### src/rtl/stage_memory_pkg.sv
`default_nettype none
// +----------------------------------------------------------------------+
// | stage_memory_pkg : memory-stage op codes, exception codes, FSM type  |
// | Revision: 1.0                                                        |
// +----------------------------------------------------------------------+
package stage_memory_pkg;

    localparam int MEM_OP_LEN   = 4;
    localparam int EXC_CODE_LEN = 5;

    localparam logic [MEM_OP_LEN-1:0] MEM_OP_NONE = 4'd0;
    localparam logic [MEM_OP_LEN-1:0] MEM_OP_LW   = 4'd1;
    localparam logic [MEM_OP_LEN-1:0] MEM_OP_LH   = 4'd2;
    localparam logic [MEM_OP_LEN-1:0] MEM_OP_LHU  = 4'd3;
    localparam logic [MEM_OP_LEN-1:0] MEM_OP_LB   = 4'd4;
    localparam logic [MEM_OP_LEN-1:0] MEM_OP_LBU  = 4'd5;
    localparam logic [MEM_OP_LEN-1:0] MEM_OP_SW   = 4'd6;
    localparam logic [MEM_OP_LEN-1:0] MEM_OP_SH   = 4'd7;
    localparam logic [MEM_OP_LEN-1:0] MEM_OP_SB   = 4'd8;

    localparam logic [EXC_CODE_LEN-1:0] EXC_CODE_NONE = 5'd0;
    localparam logic [EXC_CODE_LEN-1:0] EXC_CODE_ADEL = 5'd4;
    localparam logic [EXC_CODE_LEN-1:0] EXC_CODE_ADES = 5'd5;
    localparam logic [EXC_CODE_LEN-1:0] EXC_CODE_DBE  = 5'd7;

    typedef enum logic [1:0] {
        ST_IDLE = 2'd0,
        ST_REQ  = 2'd1,
        ST_DONE = 2'd2
    } mem_state_t;

    function automatic logic is_load(input logic [MEM_OP_LEN-1:0] op);
        return (op == MEM_OP_LW) || (op == MEM_OP_LH) || (op == MEM_OP_LHU) ||
               (op == MEM_OP_LB) || (op == MEM_OP_LBU);
    endfunction

    function automatic logic is_store(input logic [MEM_OP_LEN-1:0] op);
        return (op == MEM_OP_SW) || (op == MEM_OP_SH) || (op == MEM_OP_SB);
    endfunction

endpackage
`default_nettype wire

### src/rtl/stage_memory_align.sv
`default_nettype none
// +----------------------------------------------------------------------+
// | mem_align : byte-lane steering for stores and extension for loads    |
// | Revision: 1.0                                                        |
// +----------------------------------------------------------------------+
module mem_align
    import stage_memory_pkg::*;
(
    input  logic [MEM_OP_LEN-1:0] st_op,
    input  logic [1:0]            st_lane,
    input  logic [31:0]           store_data,
    output logic [3:0]            be,
    output logic [31:0]           wdata,
    input  logic [MEM_OP_LEN-1:0] ld_op,
    input  logic [1:0]            ld_lane,
    input  logic [31:0]           rdata,
    output logic [31:0]           load_data
);

    logic [31:0] w_shifted;

    always_comb begin
        be    = 4'b1111;
        wdata = store_data;
        case (st_op)
            MEM_OP_SH: begin
                be    = 4'b0011 << st_lane;
                wdata = {2{store_data[15:0]}};
            end
            MEM_OP_SB: begin
                be    = 4'b0001 << st_lane;
                wdata = {4{store_data[7:0]}};
            end
            default: ;
        endcase
    end

    // Bring the addressed lane down to bit 0 before extending.
    always_comb begin
        w_shifted = rdata >> {ld_lane, 3'b000};
        load_data = rdata;
        case (ld_op)
            MEM_OP_LH:  load_data = {{16{w_shifted[15]}}, w_shifted[15:0]};
            MEM_OP_LHU: load_data = {16'h0000, w_shifted[15:0]};
            MEM_OP_LB:  load_data = {{24{w_shifted[7]}}, w_shifted[7:0]};
            MEM_OP_LBU: load_data = {24'h000000, w_shifted[7:0]};
            default:    load_data = rdata;
        endcase
    end

endmodule
`default_nettype wire

### src/rtl/stage_memory.sv
`default_nettype none
// +----------------------------------------------------------------------+
// | stage_memory : pipeline memory stage, single-outstanding bus master  |
// | Option: MEM_BUS_TIMEOUT_EN adds a 15-cycle bus timeout (EXC DBE).    |
// | Revision: 1.0                                                        |
// +----------------------------------------------------------------------+
module stage_memory
    import stage_memory_pkg::*;
(
    input  logic                    clk,
    input  logic                    reset,
    input  logic [31:0]             addr,
    input  logic [31:0]             store_data,
    input  logic [MEM_OP_LEN-1:0]   mem_op,
    input  logic [EXC_CODE_LEN-1:0] exc_in,
    input  logic                    int_req,
    output logic                    bus_req,
    output logic                    bus_we,
    output logic [31:0]             bus_addr,
    output logic [31:0]             bus_wdata,
    output logic [3:0]              bus_be,
    input  logic                    bus_ack,
    input  logic [31:0]             bus_rdata,
    output logic [31:0]             load_result,
    output logic                    mem_busy,
    output logic [EXC_CODE_LEN-1:0] exc
);

    mem_state_t              r_state;
    mem_state_t              w_next_state;
    logic [31:0]             r_bus_addr;
    logic [31:0]             r_bus_wdata;
    logic [3:0]              r_bus_be;
    logic                    r_bus_we;
    logic [MEM_OP_LEN-1:0]   r_op;
    logic [1:0]              r_lane;
    logic [31:0]             r_load_result;
    logic [3:0]              w_be;
    logic [31:0]             w_wdata;
    logic [31:0]             w_load_data;
    logic                    w_is_load;
    logic                    w_is_store;
    logic                    w_misaligned;
    logic                    w_start;
    logic                    w_tmo_fire;
    logic                    w_tmo_flag;
    logic [EXC_CODE_LEN-1:0] w_local_exc;

    assign w_is_load    = is_load(mem_op);
    assign w_is_store   = is_store(mem_op);
    assign w_misaligned = (((mem_op == MEM_OP_LW) || (mem_op == MEM_OP_SW)) && (addr[1:0] != 2'b00)) ||
                          (((mem_op == MEM_OP_LH) || (mem_op == MEM_OP_LHU) || (mem_op == MEM_OP_SH)) && addr[0]);
    assign w_start      = (r_state == ST_IDLE) && (mem_op != MEM_OP_NONE) &&
                          (exc_in == EXC_CODE_NONE) && !int_req && !w_misaligned;

    mem_align u_align (
        .st_op      (mem_op),
        .st_lane    (addr[1:0]),
        .store_data (store_data),
        .be         (w_be),
        .wdata      (w_wdata),
        .ld_op      (r_op),
        .ld_lane    (r_lane),
        .rdata      (bus_rdata),
        .load_data  (w_load_data)
    );

`ifdef MEM_BUS_TIMEOUT_EN
    localparam logic [3:0] c_TMO_LAST = 4'd14;
    logic [3:0] r_tmo_cnt;
    logic       r_timeout;

    assign w_tmo_fire = (r_state == ST_REQ) && !bus_ack && (r_tmo_cnt == c_TMO_LAST);
    assign w_tmo_flag = r_timeout;

    // Counts REQ cycles; the 15th un-acked one forces the FSM out.
    always_ff @(posedge clk or negedge reset) begin
        if (!reset) begin
            r_tmo_cnt <= 4'd0;
            r_timeout <= 1'b0;
        end else begin
            r_timeout <= w_tmo_fire;
            if (r_state == ST_REQ)
                r_tmo_cnt <= r_tmo_cnt + 4'd1;
            else
                r_tmo_cnt <= 4'd0;
        end
    end
`else
    assign w_tmo_fire = 1'b0;
    assign w_tmo_flag = 1'b0;
`endif

    always_comb begin
        w_next_state = r_state;
        case (r_state)
            ST_IDLE: if (w_start) w_next_state = ST_REQ;
            ST_REQ:  if (bus_ack || w_tmo_fire) w_next_state = ST_DONE;
            ST_DONE: w_next_state = ST_IDLE;
            default: w_next_state = ST_IDLE;
        endcase
    end

    always_comb begin
        w_local_exc = EXC_CODE_NONE;
        if (w_misaligned && w_is_load)
            w_local_exc = EXC_CODE_ADEL;
        else if (w_misaligned && w_is_store)
            w_local_exc = EXC_CODE_ADES;
        else if ((r_state == ST_DONE) && w_tmo_flag)
            w_local_exc = EXC_CODE_DBE;
    end

    always_ff @(posedge clk or negedge reset) begin
        if (!reset) begin
            r_state       <= ST_IDLE;
            r_bus_addr    <= 32'h0;
            r_bus_wdata   <= 32'h0;
            r_bus_be      <= 4'h0;
            r_bus_we      <= 1'b0;
            r_op          <= MEM_OP_NONE;
            r_lane        <= 2'b00;
            r_load_result <= 32'h0;
        end else begin
            r_state <= w_next_state;
            if (w_start) begin
                r_bus_addr  <= {addr[31:2], 2'b00};
                r_bus_wdata <= w_wdata;
                r_bus_be    <= w_be;
                r_bus_we    <= w_is_store;
                r_op        <= mem_op;
                r_lane      <= addr[1:0];
            end
            if ((r_state == ST_REQ) && bus_ack && is_load(r_op))
                r_load_result <= w_load_data;
        end
    end

    assign bus_req     = (r_state == ST_REQ);
    assign bus_we      = r_bus_we;
    assign bus_addr    = r_bus_addr;
    assign bus_wdata   = r_bus_wdata;
    assign bus_be      = r_bus_be;
    assign load_result = r_load_result;
    assign mem_busy    = w_start || (r_state == ST_REQ);
    assign exc         = (exc_in != EXC_CODE_NONE) ? exc_in : w_local_exc;

endmodule
`default_nettype wire

### config.mk
export PLATFORM = sky130hd
export DESIGN_NAME = stage_memory
export DESIGN_NICKNAME = d
export VERILOG_FILES = /design/src/rtl/stage_memory_pkg.sv /design/src/rtl/stage_memory_align.sv /design/src/rtl/stage_memory.sv
export SDC_FILE = /design/constraint.sdc
export NUM_CORES = 1
export LEC_CHECK = 0
export CAP_MARGIN = 20
export CELL_PAD_IN_SITES_DETAIL_PLACEMENT = 0
export CELL_PAD_IN_SITES_GLOBAL_PLACEMENT = 1
export CORE_UTILIZATION = 33
export CTS_CLUSTER_SIZE = 20
export DETAILED_ROUTE_END_ITERATION = 8
export PLACE_DENSITY = 0.81
export SLEW_MARGIN = 20
export SYNTH_ARGS = -nofsm -noshare
export SYNTH_HDL_FRONTEND = slang
export SYNTH_SLANG_ARGS = --single-unit
### constraint.sdc
create_clock -name clk -period 2.5 [get_ports clk]
set_input_delay 0.5 -clock clk [delete_from_list [all_inputs] [get_ports clk]]
set_output_delay 0.5 -clock clk [all_outputs]
set_load 0.03 [all_outputs]
==> metrics.md, run 1 <==
| Metric | Value |
|---|---|
| Row Count | 45 |
| Setup Crit Path Kind | in2out |
| Sw frac | a little over a third |
| Number of setup violations in the final report | 0 |
| Final critical path time including I/O delays and setup | between 2 and 2.5 ns |
| Actual slew at the worst max-slew pin | 0.6737 ns |
| Final wirelength | between 15000 and 20000 µm |
| Number of max-cap violations | 0 |
| Antenna violations before repair | 0 |
| Launching element type of the critical path | primary input |
| Cells after Synth | ~450 |
| Class of the most critical hold timing path | in2async |
| Peak supply drop | between 0.3 and 0.4 mV |
| DP Cell Count | approximately 850 |
| Crit path capture type | output pin |
| Final net count | approximately 760 |
| Final-report hold violation count | 0 |
| Part of the total power dissipated in the clock network | approximately 23% |
| Most area-hungry cell type in the Yosys netlist | dfrtp_1 |
| Final cycle utilization of the critical path | 96.64% |
| Placed wire-length estimate after detailed placement | between 10000 and 15000 µm |
| Post-synthesis instance area | around 5300 µm² |
| Normalized max-slew margin | a little over half |
| Setup repair after global routing missed its margin | false |
| Source-to-sink clock delay at the later pin of the worst-skew pair | between 0.3 and 0.4 ns |
| Number of nets with antenna violations after detailed routing | 0 |
| I/O pin count | ~220 |
| Sinks on Clock Net | between 100 and 150 |
| Average via count per standard cell | 4.900 |
| H-tree depth | 3 |
| Number of enable-type register cells in the synthesized netlist | 0 |
| Number of filler instances in the final layout | between 1000 and 1500 |
| Outcome | completed |
| Multi-input gate area in the final layout | roughly 2500 µm² |
| First-iteration detailed-routing DRC count | roughly 240 |
| Leak pwr | ~3.7 nW |
| Die Y | ~130 µm |
| Comb pwr share | approximately two fifths |
| Sequential share of power | between 30% and 40% |
| Clock buffers created by TritonCTS | 9 |
| Core region area | around 15000 µm² |
| Global routing usage summed across all routing layers | between 10% and 20% |
| Clock Tree Root | clkbuf_16 |
| Max-slew violation total from the final report | 0 |
| CTS tree | built |
| Main synth FF type | dfrtp_1 |
| Post-synthesis sequential area ratio | between 50 and 60% |
| Worst-path fanout max | 2 |
| Clock skew after layout | around 0.0067 ns |
| Total inserted antenna cells | 0 |
| Mean Syn Cell Area | about 12 µm² |
| Residual overflow from global routing | 0 |
| Final core occ | between 50% and 60% |
| First-pass DRT Iterations | 4 |
| Number of cells in the finished layout apart from fillers | 870 |
| Area growth from synthesis to layout | 52.46% |
| DR vias | 4263 |
| Async set-or-reset flop fraction in the synthesized netlist | 100.0% |
| Effective utilization at floorplan | between 30% and 40% |
| Internal power | between 3 and 4 mW |
| Clock transition at path regs | 0.07 ns |
| Number of buffers added on ports | between 200 and 250 |
| Power density of the placed cells | about 760 nW/µm² |
| Global-route wire length before repair | roughly 23000 µm |
| Synth cell types | 46 |
| Net switching power | about 2.1 mW |
| Most common cell after layout, fill and taps aside | clkdlybuf4s50_1 |
| Maximum frequency from static timing analysis | ~410 MHz |
| Width of the chip | 128.8 µm |
| Fraction of final layout cells sized beyond drive strength 1 | between 20 and 25% |
| Crit path arrival time | 1.92 ns |
| Fraction of post-synthesis cell area in the top cell type by area | 50.44% |
| # DRC | 0 |
| Critical path data required time | 2.00 ns |
| Commonest cells after routing, fill and taps aside | clkdlybuf4s50_1, dfrtp_1, mux2_4 |
| Pin count of the biggest net entering global routing | 75 |
| Number of synthesized register bits | roughly 110 |
| Number of warnings issued by yosys | 0 |
| Die area | roughly 17000 µm² |
| Number of global-route vias before repair | 4455 |
| Cell types with the largest area share after synthesis | dfrtp_1, mux2_4, mux2_2 |
| Max Root-Sink Buffers | 2 |
| Reg area | between 2000 and 3000 µm² |
| Gpl congestion | about 0.83 |
| Routed wire length per instance | about 17 µm |
sequential cells by signal (all words and copies together) (netlist names):
register     count
bus_wdata       32
load_result     32
bus_addr        30
bus_be           4
bus_we           1
r_op             4
r_state          2
r_lane           2
critical path, cell delays in order:
cell and delay, ns:
dlygate4sd2_1 0.24, or4_4 0.51, nor4_4 0.31, o31ai_4 0.12, nand2_1 0.10, buf_6 0.13
stage by stage:
step / setup TNS [ns] / instance area [µm²] / hold WS (ns) / power, mW / setup WS [ns]
6_report: 0 / 8094 / 0.07605 / 6.128 / 0.08396
5_1_grt: 0 / 8094 / 0.09792 / 6.424 / 0.02040
4_1_cts: 0 / 8071 / 0.07431 / 6.201 / 0.007548
3_5_place_dp: -29.78 / 7725 / 0.4641 / 4.752 / -0.4260
3_3_place_gp: -24.23 / 7725 / 0.4588 / 4.712 / -0.3446
2_1_floorplan: 0 / 5313 / 0.2044 / 3.647 / 0.04501
synthesized netlist by cell type, drive strengths merged (3+ instances only):
master and instances:
mux2 82, o22ai 10, inv 14, or3 3, o21ai 11, a21o 8
dfrtp 107, a221oi 9, clkbuf 26, a21oi 23, mux2i 17, nand2 20
buf 12, nand3b 6, nor2 36, or2 3, a221o 7, and2 8
a31oi 16
layout make-up:
class / count / share of cell area, %
flip-flops and latches: 107 / 33.08
inverters: 14 / 0.6493
multi-input cells: 287 / 30.42
well taps: 211 / 3.262
clock buffers: 11 / 2.875
clock inverters: 4 / 0.6493
repair buffers: 236 / 29.06
power groups by stage:
stage                     clock network (mW)  logic, mW  registers, mW
final                                   1.41       2.45           2.27
after global routing                    1.51       2.59           2.32
after CTS                               1.46       2.47           2.27
after detailed placement                   0       2.45           2.30
after global placement                     0       2.43           2.29
after floorplan                            0      0.755           2.89
kinds of logic (layout without fill, tap and decap cells):
group           Yosys count  count (layout)  synth area share [%]
mux                     100             100                 24.20
other cells               1               2               0.07064
buf+inv                  52             265                 4.737
flops                   107             107                 50.44
simple gates             92              92                 8.956
xor+xnor                  1               1                0.1650
compound gates           92              92                 11.43
metal layers:
metal	global-route usage, %	vias up	part of all wire (%)
li1	-	2018	-
met1	22.98	2067	42
met2	30.37	153	49
met3	5.239	25	6.4
met4	7.612	0	2.5
met5	0	-	0
final timing paths:
kind | start | endpoint | slack (ns) | cells past startpoint
setup / recovery | exc_in[3] | mem_busy | 0.08 | 6
hold / removal | reset | bus_we | 0.08 | 1
hold reg to reg | bus_wdata[0] | bus_wdata[0] | 0.51 | 1
min in group clk | bus_wdata[0] | bus_wdata[0] | 0.51 | 1
setup reg to reg | r_state[0] | bus_wdata[28] | 0.39 | 6
max in group asynchronous | reset | load_result[14] | 1.73 | 2
what timing repair did:
item,4_1_cts,5_1_grt
pin swaps,4,4
endpoints found under the setup margin,70,71
hold buffers,0,0
resized for setup,17,5
buffers inserted,1,1
No activity file was read; power rests on OpenSTA's default activity.
==> run 2: changes to the inputs <==
--- a/config.mk
+++ b/config.mk
@@ -11,7 +11,9 @@
 export CORE_UTILIZATION = 33
 export CTS_CLUSTER_SIZE = 20
 export DETAILED_ROUTE_END_ITERATION = 8
+export GPL_TIMING_DRIVEN = 0
 export PLACE_DENSITY = 0.81
+export RECOVER_POWER = 50
 export SLEW_MARGIN = 20
 export SYNTH_ARGS = -nofsm -noshare
 export SYNTH_HDL_FRONTEND = slang
==> run 2 against run 1 <==
Against the previous run: die area unchanged; hold slack improved by 0.35 ns; sequential share of layout area increased by 0.27 points; register-to-register slack got worse by 0.21 ns; fmax increased by 1.4%; setup slack improved by 0.034 ns; critical path depth unchanged; global-route usage increased by 1.0 points; sequential power about the same; critical endpoint is now exc[2]; largest power group unchanged.
==> metrics.md, run 2 (same netlist as run 1, synthesis figures left out) <==
| Metric | Value |
|---|---|
| Leak pwr | approximately 3.8 nW |
| DP Cell Count | just under 900 |
| Number of setup violations in the final report | 0 |
| I/O pin count | ~220 |
| Gpl congestion | just over 0.8 |
| Maximum frequency from static timing analysis | between 400 and 500 MHz |
| Sinks on Clock Net | 107 |
| Comb pwr share | between 30% and 40% |
| Number of global-route vias before repair | roughly 4600 |
| Placed wire-length estimate after detailed placement | 12010 µm |
| Effective utilization at floorplan | between 30% and 40% |
| Clock Tree Root | clkbuf_16 |
| Hold-fix buffers, CTS | 0 |
| Sequential share of power | a little under two fifths |
| # DRC | 0 |
| Number of max-cap violations | 0 |
| Final Worst Setup Slack | around 0.12 ns |
| Actual slew at the worst max-slew pin | 1.315 ns |
| Crit path capture type | output pin |
| Die area | 16600 µm² |
| Final core occ | 52.04% |
| First-iteration detailed-routing DRC count | between 200 and 250 |
| Global-route wire length before repair | ~25000 µm |
| Internal power | 3.827 mW |
| Clock buffers created by TritonCTS | 9 |
| Antenna violations before repair | 0 |
| Critical path data required time | ~2.0 ns |
| Residual overflow from global routing | 0 |
| Power density of the placed cells | approximately 750 nW/µm² |
| Setup Slack @ Placement | -1.037 ns |
| Class of the most critical hold timing path | in2async |
| Core region area | roughly 15000 µm² |
| Final wirelength | around 16000 µm |
| Final net count | 780 |
| Average via count per standard cell | slightly below 5 |
| Number of nets with antenna violations after detailed routing | 0 |
| Normalized max-slew margin | between 10% and 20% |
| Clock skew after layout | 0.005665 ns |
| Most common cell after layout, fill and taps aside | clkdlybuf4s50_1 |
| CTS tree | built |
| Width of the chip | around 130 µm |
| Total inserted antenna cells | 0 |
| Post-Place Cell Area | 7727 µm² |
| Final critical path time including I/O delays and setup | approximately 2.4 ns |
| Final cycle utilization of the critical path | between 90% and 100% |
| Die Y | around 130 µm |
| Final-report hold violation count | 0 |
| Setup Crit Path Kind | in2out |
| DR vias | ~4400 |
| Launching element type of the critical path | primary input |
| Fraction of final layout cells sized beyond drive strength 1 | between 20% and 30% |
| Part of the total power dissipated in the clock network | a little under a quarter |
| Row Count | 45 |
| Number of buffers added on ports | around 210 |
| Global routing usage summed across all routing layers | between 10% and 20% |
| Crit path arrival time | ~1.9 ns |
| Area growth from synthesis to layout | 51.24% |
| Sw frac | 36.39% |
| Routed wire length per instance | 17.79 µm |
| Outcome | completed |
| Source-to-sink clock delay at the later pin of the worst-skew pair | roughly 0.35 ns |
| Clock transition at path regs | around 0.070 ns |
| First-pass DRT Iterations | 5 |
| Pin count of the biggest net entering global routing | just under 60 |
| Power after layout | between 6 and 7 mW |
| Layout Cell Area excl Fill | ~8000 µm² |
| Number of filler instances in the final layout | approximately 1400 |
| Number of cells in the finished layout apart from fillers | about 900 |
| H-tree depth | 3 |
| Max Root-Sink Buffers | 2 |
| Max-slew violation total from the final report | 0 |
| Worst-path fanout max | 9 |
| Peak supply drop | between 0.4 and 0.5 mV |
| Net switching power | between 2 and 2.5 mW |
| Commonest cells after routing, fill and taps aside | clkdlybuf4s50_1, dfrtp_1, dlygate4sd3_1 |
| Setup repair after global routing missed its margin | false |
run 2: worst max-delay path, stage by stage:
cell and delay, ns:
clkbuf_1 0.31, inv_1 0.14, a311oi_4 0.35, nor4b_4 0.09, or2_2 0.30, buf_2 0.18
run 2: area by class of cell:
class	count	area [µm²]	area share [%]
Clock inverter	7	51.30	0.6389
Inverter	14	52.55	0.6545
Sequential cell	107	2678	33.35
Buffer	36	176.4	2.197
Clock buffer	9	225.2	2.805
Timing Repair Buffer	216	2115	26.34
Tap cell	211	264.0	3.288
Multi-Input combinational cell	287	2467	30.73
run 2: routing by layer:
metal / track usage, % / vias up / part of all wire [%]
li1: - / 2043 / -
met5: 0 / - / 0
met3: 6.694 / 20 / 7.0
met2: 32.02 / 158 / 49
met1: 24.45 / 2156 / 42
met4: 5.398 / 0 / 1.8
run 2: power groups by stage:
| stage | registers, mW | clock network, mW | logic (mW) |
|---|---|---|---|
| after floorplan | 2.89 | 0 | 0.755 |
| after global routing | 2.29 | 1.47 | 2.55 |
| after CTS | 2.26 | 1.41 | 2.48 |
| final | 2.25 | 1.37 | 2.40 |
| after global placement | 2.28 | 0 | 2.43 |
| after detailed placement | 2.29 | 0 | 2.46 |
run 2: through the flow:
| stage | setup TNS [ns] | hold slack (ns) |
|---|---|---|
| CTS | 0 | 0.09641 |
| finish | 0 | 0.4223 |
| global placement | -351.58 | 0.4898 |
| floorplan | 0 | 0.2044 |
| detailed placement | -18.85 | 0.4836 |
| global route | 0 | 0.5149 |
run 2: repair_timing:
item                       in CTS  in global routing
pin swaps                       3                  3
buffers inserted                2                  1
gates resized for setup        47                  8
gates cloned                    0                  0
hold endpoints to repair        0                  0
setup endpoints to repair       3                  3
run 2: path summary, 6_finish.rpt:
kind | cells past startpoint | from | slack [ns] | endpoint
setup / recovery | 6 | mem_op[1] | 0.12 | exc[2]
hold / removal | 1 | reset | 0.42 | bus_we
setup reg to reg | 6 | r_op[3] | 0.18 | load_result[22]
hold reg to reg | 1 | bus_addr[20] | 0.51 | bus_addr[20]
max in group asynchronous | 2 | reset | 0.54 | bus_addr[14]
min in group clk | 1 | bus_addr[20] | 0.51 | bus_addr[20]
